[src/rtl/riscv_instr_encoder_loader.sv]
// Packs decoded RV32 instruction fields into 32-bit words and streams them
// sequentially into the instruction memory write port for the boot loader.
module riscv_instr_encoder_loader #(
    parameter int ADDR_W    = 8,
    parameter int BASE_ADDR = 0
) (
    input  logic              clk,
    input  logic              rst,
    input  logic              start,
    input  logic              fld_valid,
    output logic              fld_ready,
    input  logic              fld_last,
    input  logic [2:0]        fmt,
    input  logic [6:0]        opcode,
    input  logic [4:0]        rd,
    input  logic [4:0]        rs1,
    input  logic [4:0]        rs2,
    input  logic [2:0]        funct3,
    input  logic [6:0]        funct7,
    input  logic [31:0]       imm,
    output logic              imem_we,
    output logic [ADDR_W-1:0] imem_addr,
    output logic [31:0]       imem_wdata,
    output logic              busy,
    output logic              done,
    output logic [ADDR_W:0]   count,
    output logic              overflow,
    output logic              fmt_err
);

    typedef enum logic [1:0] {
        IDLE  = 2'd0,
        LOAD  = 2'd1,
        FLUSH = 2'd2,
        DONE  = 2'd3
    } state_t;

    localparam logic [ADDR_W-1:0] BASE     = BASE_ADDR[ADDR_W-1:0];
    localparam logic [ADDR_W:0]   CAPACITY = {1'b1, {ADDR_W{1'b0}}};
    localparam logic [ADDR_W:0]   LAST_IDX = {1'b0, {ADDR_W{1'b1}}};
    localparam logic [ADDR_W:0]   ONE      = {{ADDR_W{1'b0}}, 1'b1};
    localparam logic [31:0]       NOP_WORD = 32'h0000_0013;

    state_t state;
    state_t state_nxt;

    logic              accept;
    logic              fills_last;
    logic              fmt_bad;
    logic              vld_p1;
    logic [31:0]       word_p1;
    logic [ADDR_W-1:0] addr_p1;

    // Branch and jump immediates are byte offsets; bit 0 is implicitly zero
    // and is not encoded.
    function automatic logic [31:0] pack_word(
        input logic [2:0]  f,
        input logic [6:0]  op,
        input logic [4:0]  d,
        input logic [4:0]  r1,
        input logic [4:0]  r2,
        input logic [2:0]  f3,
        input logic [6:0]  f7,
        input logic [31:0] i
    );
        logic [31:0] w;
        case (f)
            3'd0:    w = {f7, r2, r1, f3, d, op};
            3'd1:    w = {i[11:0], r1, f3, d, op};
            3'd2:    w = {i[11:5], r2, r1, f3, i[4:0], op};
            3'd3:    w = {i[12], i[10:5], r2, r1, f3, i[4:1], i[11], op};
            3'd4:    w = {i[31:12], d, op};
            3'd5:    w = {i[20], i[10:1], i[11], i[19:12], d, op};
            default: w = NOP_WORD;
        endcase
        return w;
    endfunction

    assign fmt_bad    = fmt[2] & fmt[1];
    assign fills_last = (count == LAST_IDX);
    assign accept     = fld_valid && fld_ready;

    always_ff @(posedge clk) begin
        if (rst) begin
            state <= IDLE;
        end else begin
            state <= state_nxt;
        end
    end

    always_comb begin
        state_nxt = state;
        fld_ready = 1'b0;
        busy      = 1'b0;
        done      = 1'b0;
        case (state)
            IDLE: begin
                if (start) begin
                    state_nxt = LOAD;
                end
            end
            LOAD: begin
                busy      = 1'b1;
                fld_ready = (count < CAPACITY);
                if (fld_valid && fld_ready && (fld_last || fills_last)) begin
                    state_nxt = FLUSH;
                end
            end
            FLUSH: begin
                busy      = 1'b1;
                state_nxt = DONE;
            end
            DONE: begin
                done      = 1'b1;
                state_nxt = IDLE;
            end
            default: state_nxt = IDLE;
        endcase
    end

    // p1: packed word registered one cycle after the accepting handshake
    always_ff @(posedge clk) begin
        if (rst) begin
            vld_p1   <= 1'b0;
            word_p1  <= 32'd0;
            addr_p1  <= BASE;
            count    <= '0;
            overflow <= 1'b0;
            fmt_err  <= 1'b0;
        end else begin
            vld_p1 <= accept;
            if (state == IDLE && start) begin
                count    <= '0;
                addr_p1  <= BASE;
                overflow <= 1'b0;
                fmt_err  <= 1'b0;
            end
            if (accept) begin
                word_p1 <= pack_word(fmt, opcode, rd, rs1, rs2, funct3, funct7, imm);
                addr_p1 <= BASE + count[ADDR_W-1:0];
                count   <= count + ONE;
                if (fmt_bad) begin
                    fmt_err <= 1'b1;
                end
                if (fills_last && !fld_last) begin
                    overflow <= 1'b1;
                end
            end
        end
    end

    // Reset kills a write that is already staged for this cycle.
    assign imem_we    = vld_p1 && !rst;
    assign imem_addr  = addr_p1;
    assign imem_wdata = word_p1;

endmodule

[config.mk]
export PLATFORM = sky130hd
export DESIGN_NAME = riscv_instr_encoder_loader
export DESIGN_NICKNAME = d
export VERILOG_FILES = /design/src/rtl/riscv_instr_encoder_loader.sv
export SDC_FILE = /design/constraint.sdc
export NUM_CORES = 1
export LEC_CHECK = 0
export ABC_CLOCK_PERIOD_IN_PS = 3100
export CAP_MARGIN = 20
export CORE_UTILIZATION = 44
export CTS_CLUSTER_SIZE = 14
export DETAILED_ROUTE_END_ITERATION = 8
export GPL_ROUTABILITY_DRIVEN = 0
export PLACE_DENSITY = 0.92
export SKIP_LAST_GASP = 1
export SLEW_MARGIN = 10
export SYNTH_ARGS = -nofsm -noshare
export SYNTH_HDL_FRONTEND = slang
export SYNTH_SLANG_ARGS = --single-unit
[constraint.sdc]
create_clock -name clk -period 3.1 [get_ports clk]
set_clock_uncertainty 0.05 [all_clocks]
set_input_delay 0.465 -clock clk [delete_from_list [all_inputs] [get_ports clk]]
set_output_delay 0.465 -clock clk [all_outputs]
set_load 0.005 [all_outputs]
==> results of run 1 <==
==> power by group through the flow <==
stage / Combinational (mW) / Clock [mW] / Sequential (mW)
floorplan: 0.515 / 0 / 0.895
global placement: 0.911 / 0 / 0.888
detailed placement: 0.949 / 0 / 0.896
CTS: 0.956 / 0.496 / 0.881
global route: 1.05 / 0.525 / 0.893
finish: 0.955 / 0.488 / 0.881
==> worst register-to-register path, stage by stage (launching register included) <==
cell	delay (ns)
dfxtp_1	0.47
ha_1	0.27
and3_2	0.23
and3_1	0.16
ha_1	0.17
o211ai_1	0.13
a21boi_0	0.33
mux2i_1	0.21
==> logic make-up after synthesis <==
kind of cell / share of synthesized area [%]
and+or+nand+nor: 24.1
AOI/OAI and AO/OA: 19.7
DFF: 41.5
buffers and inverters: 6.54
muxes: 4.76
adders and majority gates: 3.36
==> registers in the layout, summed over array words and instances (netlist names) <==
register    flops
overflow        1
imem_wdata     32
imem_addr       8
count           9
vld_p1          1
state           2
fmt_err         1
==> layout by cell type, fill, tap and decap left out, drive strengths merged, types with 2 or more instances in the layout <==
cell / synthesis / routed
clkdlybuf4s50: 0 / 125
dfxtp: 54 / 54
nor2: 50 / 50
nor3: 31 / 31
a21oi: 27 / 27
nand2: 24 / 24
a221oi: 18 / 18
nand3: 16 / 16
a211oi: 13 / 13
mux2i: 9 / 9
o21ai: 7 / 7
ha: 7 / 7
buf: 15 / 7
inv: 6 / 7
clkbuf: 11 / 5
nand2b: 3 / 3
mux2: 3 / 3
and3: 3 / 3
nor2b: 2 / 2
==> path summary, 6_finish.rpt <==
kind / startpoint / slack (ns) / to / cells past startpoint
worst max-delay path: state[1]$_SDFFE_PP0P_ / 0.89 / fld_ready / 4
worst min-delay path: imem_wdata[2]$_SDFFE_PP0P_ / 0.41 / imem_wdata[2]$_SDFFE_PP0P_ / 2
worst max register to register: count[0]$_SDFFE_PP0P_ / 1.03 / state[1]$_SDFFE_PP0P_ / 7
worst min register to register: imem_wdata[2]$_SDFFE_PP0P_ / 0.41 / imem_wdata[2]$_SDFFE_PP0P_ / 2
==> layout make-up <==
cell class                      instances  area [um^2]
Timing Repair Buffer                  132         1300
Sequential cell                        54         1080
Fill cell                             447         1640
Clock buffer                            5         68.8
Multi-Input combinational cell        227         1350
Tap cell                               72         90.1
Clock inverter                          3         47.5
Inverter                                6         22.5
==> routing by layer <==
layer	vias to the layer above	wire [um]
li1	1344	-
met3	16	408
met4	0	193
met2	110	3950
met5	-	0
met1	1325	3250
==> results.json, run 1 <==
{
  "power_density_nw_per_um2": 586,
  "ys_seq_area_share_pct": 41.5,
  "p_int_mw": 1.54,
  "syn_nets": 392,
  "cp.required_ns": 2.58,
  "fin_nets": 505,
  "netlist_instances": 313,
  "power_frac_comb_pct": 41.1,
  "period_share_pct": 71.3,
  "critPathMaxFanout": 5,
  "placed_cells": 491,
  "drive_gt1_share_pct": 7.03,
  "relSlewSlack_pct": 55.5,
  "synth.avg_cell_area_um2": 8.32,
  "initialDrtViolationCount": 170,
  "final_cells": 499,
  "worst_pin_slew_ns": 0.665,
  "use_met2_pct": 44.8,
  "postLayoutCoreUtil_pct": 70.7,
  "synth_area_leaders": "dfxtp_1 42%, nor2_1 7.1%, nor3_1 6.0%",
  "grt_pass1_vias": 2619,
  "tns_ns": 0,
  "async_flop_share_pct": 0,
  "vias": 2795,
  "clk_path_buf_depth": 2,
  "dieArea_um2": 6230,
  "ctsHoldBuffers": 0,
  "synth_cell_types": 43,
  "use_met1_pct": 31.0,
  "yosys_warnings": 0,
  "ant_nets": 0,
  "use_met3_pct": 4.25,
  "diodes": 0,
  "setup_viol": 0,
  "synth_commonest_cells": "54 x dfxtp_1, 49 x nor2_1, 31 x nor3_1, 25 x a21oi_1, 24 x nand2_1",
  "die-height_um": 78.9,
  "worst-path-buf-inv": 2,
  "holdWs_ns": 0.412,
  "coreArea_um2": 5610,
  "die_x_um": 78.9,
  "synth_top_area_cell": "dfxtp_1",
  "end_kind": "output pin",
  "grt_pass1_wl_um": 12600,
  "pwr-share-seq_pct": 37.9,
  "critical-path-max-stage-delay_ns": 0.49,
  "power.switching_mw": 0.784,
  "syn2layout_area_growth_pct": 52.3,
  "cap_violations": 0,
  "finalPower_mw": 2.32,
  "synth.top_cell.area_share_pct": 41.5,
  "first_pass_iters": 4,
  "rows": 27,
  "antenna_found_initial": 0,
  "clock_sinks": 54,
  "portBuffers": 126,
  "clock_latency_ns": 0.31,
  "grt_max_degree": 56,
  "drv_slew": 0,
  "pin_count": 127,
  "synth-seq-cells": 54,
  "critical_path_class": "reg -> out",
  "pre_cts_ws_ns": 0.724,
  "grt_setup_unrepaired": "no",
  "placed_area_um2": 3850,
  "fmax_ghz": 0.452,
  "crit_path_top_delay_cell": "clkdlybuf4s50_1",
  "fin_ws_ns": 0.889,
  "finalHoldViolCount": 0,
  "cp-start-kind": "register",
  "cp.arrival_ns": 1.70,
  "post_drt_wl_per_cell_um": 15.6,
  "cts_tree": "done",
  "p_leak_nw": 1.44,
  "period_needed_ns": 2.21,
  "overflow": 0,
  "final_cell_area_um2": 3970,
  "synth_edf_count": 0,
  "cts_resized": 0,
  "clock_power_share_pct": 21.0,
  "path_cells": "inv_1, ha_1, and2b_1, clkdlybuf4s50_1",
  "root_buffer": "clkbuf_8",
  "hp-class": "reg -> reg",
  "drcViolationCount": 0,
  "yosysMostFrequentCell": "dfxtp_1",
  "gr-max-usage-layer": "met2",
  "cts_setup_buffers": 0,
  "synthFlopType": "dfxtp_1",
  "grt_usage_pct": 25.7,
  "start_util_pct": 46.4,
  "swShare_pct": 33.7,
  "cp_top_family": "buffers and inverters",
  "dpl.hpwl_um": 5830,
  "cts_buffers": 5,
  "h-tree-depth": 2,
  "status": "completed",
  "syn_area_um2": 2600,
  "wl_um": 7800,
  "via_per_inst": 5.60,
  "vdd_drop_max_uv": 367,
  "clk_pin_slew_worst_paths_ns": 0.10
}
(Power assumes the default switching activity.)
==> inputs of run 2 (changes only) <==
--- a/config.mk
+++ b/config.mk
@@ -5,13 +5,13 @@
 export SDC_FILE = /design/constraint.sdc
 export NUM_CORES = 1
 export LEC_CHECK = 0
-export ABC_CLOCK_PERIOD_IN_PS = 3100
+export ABC_CLOCK_PERIOD_IN_PS = 1900
 export CAP_MARGIN = 20
-export CORE_UTILIZATION = 44
+export CORE_UTILIZATION = 37
 export CTS_CLUSTER_SIZE = 14
 export DETAILED_ROUTE_END_ITERATION = 8
 export GPL_ROUTABILITY_DRIVEN = 0
-export PLACE_DENSITY = 0.92
+export PLACE_DENSITY = 0.83
 export SKIP_LAST_GASP = 1
 export SLEW_MARGIN = 10
 export SYNTH_ARGS = -nofsm -noshare
==> constraint.sdc (replaced) <==
create_clock -name clk -period 1.9 [get_ports clk]
set_clock_uncertainty 0.05 [all_clocks]
set_input_delay 0.285 -clock clk [delete_from_list [all_inputs] [get_ports clk]]
set_output_delay 0.285 -clock clk [all_outputs]
set_load 0.005 [all_outputs]
==> run 2 against run 1 <==
Sequential share of layout area is 1.4 points lower. Utilization is 8.9 points lower. Flip-flop and latch count stayed put. Via count is 2.6% higher. Combinational power is 79% higher. Critical path depth stayed put. Total power is 70% higher. Largest cell class is now buffers. Hold slack worse by 0.0054 ns. Final cell count is 9.0% higher. Cell area is 5.9% higher. Count of clock-buffer cells in the layout stayed put. Highest routed layer unchanged. Sequential power is 63% higher.
==> results.json, run 2 (synthesis results as in run 1) <==
{
  "status": "completed",
  "syn2layout_area_growth_pct": 61.2,
  "swShare_pct": 33.0,
  "p_int_mw": 2.65,
  "h-tree-depth": 2,
  "overflow": 0,
  "cp.required_ns": 1.56,
  "pwr-share-seq_pct": 36.4,
  "start_util_pct": 38.3,
  "clk_path_buf_depth": 2,
  "worst_pin_slew_ns": 0.590,
  "layout_commonest_cell": "clkdlybuf4s50_1",
  "final_cell_mix": "124 x clkdlybuf4s50_1, 52 x dfxtp_1, 49 x nor2_1",
  "drcViolationCount": 0,
  "die_x_um": 85.9,
  "relSlewSlack_pct": 60.6,
  "tns_ns": 0,
  "cap_violations": 0,
  "cts_buffers": 5,
  "power_frac_comb_pct": 43.3,
  "setup_viol": 0,
  "rows": 30,
  "first_pass_iters": 4,
  "pin_count": 127,
  "hp-class": "reg -> reg",
  "via_per_inst": 5.27,
  "clock_latency_ns": 0.31,
  "crit_path_top_delay_cell": "clkdlybuf4s50_1",
  "grt_usage_pct": 22.3,
  "grt_setup_unrepaired": "yes",
  "coreArea_um2": 6790,
  "dieArea_um2": 7380,
  "placed_area_um2": 4020,
  "critPathMaxFanout": 4,
  "clock_sinks": 54,
  "largest_register_ff_count": 32,
  "path_cells": "inv_4, ha_4, and2b_1, clkdlybuf4s50_1",
  "wl_um": 8170,
  "power.switching_mw": 1.30,
  "post_drt_wl_per_cell_um": 15.0,
  "clock_power_share_pct": 20.3,
  "drive_gt1_share_pct": 12.9,
  "vdd_drop_max_uv": 601,
  "grt_pass1_wl_um": 13000,
  "clk_pin_slew_worst_paths_ns": 0.10,
  "grt_max_degree": 56,
  "nFillCells": 584,
  "critical-path-max-stage-delay_ns": 0.49,
  "fin_nets": 526,
  "initialDrtViolationCount": 125,
  "dpl.hpwl_um": 6040,
  "end_kind": "output pin",
  "p_leak_nw": 1.57,
  "drv_slew": 0,
  "cts_tree": "done",
  "period_share_pct": 96.0,
  "critical_path_class": "reg -> out",
  "root_buffer": "clkbuf_8",
  "vias": 2867,
  "ant_nets": 0,
  "grt_pass1_vias": 2710,
  "diodes": 0,
  "final_cells": 544,
  "cp.arrival_ns": 1.49,
  "placed_cells": 532,
  "finalPower_mw": 3.95,
  "period_needed_ns": 1.82,
  "cp-start-kind": "register",
  "cp_top_family": "buffers and inverters",
  "final_cell_area_um2": 4200,
  "die-height_um": 85.9,
  "power_density_nw_per_um2": 941,
  "finalHoldViolCount": 0,
  "antenna_found_initial": 0,
  "postLayoutCoreUtil_pct": 61.8,
  "fmax_ghz": 0.548,
  "portBuffers": 126,
  "worst-path-buf-inv": 2
}
[run 2: cell type report]
type | instances | area [um^2] | share of cell area, %
Tap cell | 96 | 120 | 2.86
Inverter | 6 | 25.0 | 0.596
Multi-Input combinational cell | 227 | 1380 | 32.8
Clock buffer | 5 | 68.8 | 1.64
Sequential cell | 54 | 1090 | 25.9
Timing Repair Buffer | 153 | 1470 | 35.1
Clock inverter | 3 | 48.8 | 1.16
[run 2: tightest hold or removal path, delay by kind of cell (launching register included)]
family           cells  cell delay, ns
AND/OR/NAND/NOR      1            0.05
flip-flops           1            0.32
AO/OA/AOI/OAI        1            0.05
[run 2: path summary, 6_finish.rpt]
check | cells after the start | slack [ns] | endpoint | start
worst max-delay path | 4 | 0.08 | fld_ready | state[1]$_SDFFE_PP0P_
worst min-delay path | 2 | 0.41 | imem_wdata[5]$_SDFFE_PP0P_ | imem_wdata[5]$_SDFFE_PP0P_
worst max register to register | 7 | 0.10 | state[0]$_SDFFE_PP0P_ | count[0]$_SDFFE_PP0P_
worst min register to register | 2 | 0.41 | imem_wdata[5]$_SDFFE_PP0P_ | imem_wdata[5]$_SDFFE_PP0P_
[run 2: metal layers]
| layer | up-vias | GRT usage [%] | routed length, um |
|---|---|---|---|
| met3 | 10 | 4.91 | 588 |
| met1 | 1354 | 25.9 | 3400 |
| met5 | - | 0 | 0 |
| met2 | 123 | 41.1 | 4100 |
| met4 | 0 | 5.76 | 86 |
| li1 | 1380 | - | - |
[run 2: what timing repair did]
action                     CTS  global route
resized for setup            7             5
setup buffers                3             1
setup endpoints to repair    3             4
hold buffers                 0             0
pin swaps                    0             3
[run 2: per-stage QoR]
| step | setup slack (ns) | hold WS, ns |
|---|---|---|
| global route | -0.0256 | 0.434 |
| finish | 0.0763 | 0.406 |
| global placement | 0.0338 | 0.390 |
| detailed placement | 0.00906 | 0.396 |
| CTS | 0.000322 | 0.411 |
| floorplan | 0.0802 | 0.387 |
[run 2: power by group through the flow]
| stage | registers, mW | clock network (mW) | logic, mW |
|---|---|---|---|
| 2_1_floorplan | 1.46 | 0 | 0.839 |
| 4_1_cts | 1.44 | 0.831 | 1.68 |
| 6_report | 1.44 | 0.802 | 1.71 |
| 3_3_place_gp | 1.45 | 0 | 1.57 |
| 3_5_place_dp | 1.45 | 0 | 1.60 |
| 5_1_grt | 1.47 | 0.881 | 1.89 |
==> inputs of run 3 (changes only) <==
--- a/config.mk
+++ b/config.mk
@@ -7,11 +7,12 @@
 export LEC_CHECK = 0
 export ABC_CLOCK_PERIOD_IN_PS = 1900
 export CAP_MARGIN = 20
-export CORE_UTILIZATION = 37
+export CORE_UTILIZATION = 38
+export CTS_BUF_LIST = sky130_fd_sc_hd__clkbuf_8
 export CTS_CLUSTER_SIZE = 14
 export DETAILED_ROUTE_END_ITERATION = 8
 export GPL_ROUTABILITY_DRIVEN = 0
-export PLACE_DENSITY = 0.83
+export PLACE_DENSITY = 0.85
 export SKIP_LAST_GASP = 1
 export SLEW_MARGIN = 10
 export SYNTH_ARGS = -nofsm -noshare
==> run 3 against run 2 <==
The run now ends with design-rule violations left. Cell area fell by 0.92%. Total power rose by 0.42%. Final cell count fell by 4.4%. Via count fell by 3.7%. Count of clock-buffer cells in the layout did not move. Non-clock buffer count fell by 5. First-iteration DRC count rose by 8.0%. Hold slack improved by 0.0053 ns.
==> results.json, run 3 (synthesis results as in run 1) <==
{
  "coreArea_um2": 6490,
  "cp.arrival_ns": 1.98,
  "die-height_um": 84.8,
  "power.switching_mw": 1.33,
  "antenna_found_initial": 0,
  "finalHoldViolCount": 0,
  "syn2layout_area_growth_pct": 59.7,
  "swShare_pct": 33.6,
  "diodes": 0,
  "vdd_drop_max_uv": 451,
  "post_drt_wl_per_cell_um": 15.0,
  "r2r_start": "count[0]$_SDFFE_PP0P_",
  "grt_usage_pct": 22.3,
  "critical_path_class": "reg -> reg",
  "fin_nets": 521,
  "fmax_ghz": 0.552,
  "rr_worst_depth": 7,
  "clock_latency_ns": 0.30,
  "critical-path-max-stage-delay_ns": 0.33,
  "crit_path_top_delay_cell": "dfxtp_2",
  "root_buffer": "clkbuf_8",
  "portBuffers": 126,
  "violations": "design-rule violations",
  "rows": 29,
  "h-tree-depth": 2,
  "cts_setup_buffers": 0,
  "dieArea_um2": 7190,
  "reg2reg_slack_ns": 0.09,
  "worst_pin_slew_ns": 0.626,
  "drcViolationCount": 5,
  "dpl.hpwl_um": 5940,
  "crit_path_start": "count[0]$_SDFFE_PP0P_",
  "endpoint": "state[0]$_SDFFE_PP0P_",
  "setup_viol": 0,
  "grt_max_degree": 56,
  "power_density_nw_per_um2": 954,
  "path_cells": "ha_1, and3_4, and3_1, ha_1, o211ai_1, a21boi_2, a211oi_2",
  "path_depth": 7,
  "drive_gt1_share_pct": 12.4,
  "pin_count": 127,
  "period_needed_ns": 1.81,
  "cp_top_family": "compound AO/OA/AOI/OAI gates",
  "critPathMaxFanout": 3,
  "worstReg2RegEnd": "state[0]$_SDFFE_PP0P_",
  "clk_path_buf_depth": 2,
  "hp-class": "reg -> reg",
  "wl_um": 7810,
  "clock_sinks": 54,
  "status": "finished with violations",
  "cp.required_ns": 2.07,
  "cpMostUsedCell": "ha_1",
  "p_leak_nw": 1.55,
  "start_util_pct": 40.1,
  "pwr-share-seq_pct": 36.7,
  "postLayoutCoreUtil_pct": 64.0,
  "final_cell_mix": "123 x clkdlybuf4s50_1, 51 x dfxtp_1, 49 x nor2_1",
  "nFillCells": 544,
  "ant_nets": 0,
  "cap_violations": 0,
  "via_per_inst": 5.31,
  "layout_commonest_cell": "clkdlybuf4s50_1",
  "vias": 2762,
  "holdWs_ns": 0.412,
  "first_pass_iters": 6,
  "initialDrtViolationCount": 135,
  "power_frac_comb_pct": 43.0,
  "worst-path-buf-inv": 0,
  "overflow": 0,
  "clk_pin_slew_worst_paths_ns": 0.10,
  "die_x_um": 84.8,
  "largest_register_ff_count": 32,
  "clock_power_share_pct": 20.3,
  "end_kind": "register",
  "drv_slew": 0,
  "p_int_mw": 2.63,
  "relSlewSlack_pct": 58.2,
  "grt_pass1_vias": 2766,
  "cts_tree": "done",
  "period_share_pct": 95.4,
  "cts_buffers": 5,
  "grt_pass1_wl_um": 12900,
  "cp-start-kind": "register"
}
## run 3: changes by cell type in the layout (fill, tap and decap cells not counted), sizes merged
cell	previous run	this run
dlymetal6s2s	1	2
clkdlybuf4s50	124	123
buf	28	23
## run 3: layout make-up
cell class	count	area (um^2)	share of cell area [%]
clock buffer	5	68.8	1.65
clock inverter	3	48.8	1.17
inverter	6	25.0	0.602
multi-input combinational	227	1390	33.5
sequential	54	1090	26.2
tap	77	96.3	2.32
timing repair buffer	148	1440	34.6
## run 3: metrics by stage
stage           TNS, ns  setup slack [ns]  instance area, um^2  cells  total power [mW]
5_1_grt        -0.00700          -0.00700                 4160    520              4.25
6_report              0            0.0876                 4160    520              3.97
2_1_floorplan         0            0.0802                 2600    313              2.30
3_3_place_gp          0            0.0502                 3990    512              3.02
4_1_cts         -0.0398           -0.0398                 4140    520              3.96
3_5_place_dp    -0.0155          -0.00705                 3990    512              3.08
## run 3: timing repair
action	4_1_cts	5_1_grt
hold buffers	0	0
pin swaps	0	3
gates resized for setup	7	10
setup endpoints to repair	2	4
## run 3: worst min-delay path, cell delays in order, from the launching register on
cell,delay [ns]
dfxtp_1,0.32
nand2_1,0.05
a21oi_1,0.05
## run 3: how the worst min path moves through the flow
stage / slack [ns] / endpoint / start / cells after the start
finish: 0.41 / imem_wdata[6]$_SDFFE_PP0P_ / imem_wdata[6]$_SDFFE_PP0P_ / 2
global route: 0.43 / imem_wdata[2]$_SDFFE_PP0P_ / imem_wdata[2]$_SDFFE_PP0P_ / 2
global placement: 0.39 / imem_wdata[5]$_SDFFE_PP0P_ / imem_wdata[5]$_SDFFE_PP0P_ / 2
CTS: 0.42 / imem_wdata[6]$_SDFFE_PP0P_ / imem_wdata[6]$_SDFFE_PP0P_ / 2
detailed placement: 0.40 / imem_wdata[5]$_SDFFE_PP0P_ / imem_wdata[5]$_SDFFE_PP0P_ / 2
floorplan: 0.39 / imem_wdata[2]$_SDFFE_PP0P_ / opcode[2] / 2
## run 3: per-layer routing
metal  up-vias  GRT usage [%]  routed length, um
met2        88           39.2               3920
met4         0           7.09                144
met5         -              0                  0
met3        12           3.83                362
met1      1286           27.7               3380
li1       1376              -                  -
## run 3: power groups by stage
stage | registers [mW] | logic, mW | clock network [mW]
after floorplan | 1.46 | 0.839 | 0
after global placement | 1.44 | 1.58 | 0
after detailed placement | 1.45 | 1.63 | 0
after CTS | 1.44 | 1.70 | 0.818
after global routing | 1.48 | 1.89 | 0.876
final | 1.46 | 1.71 | 0.805
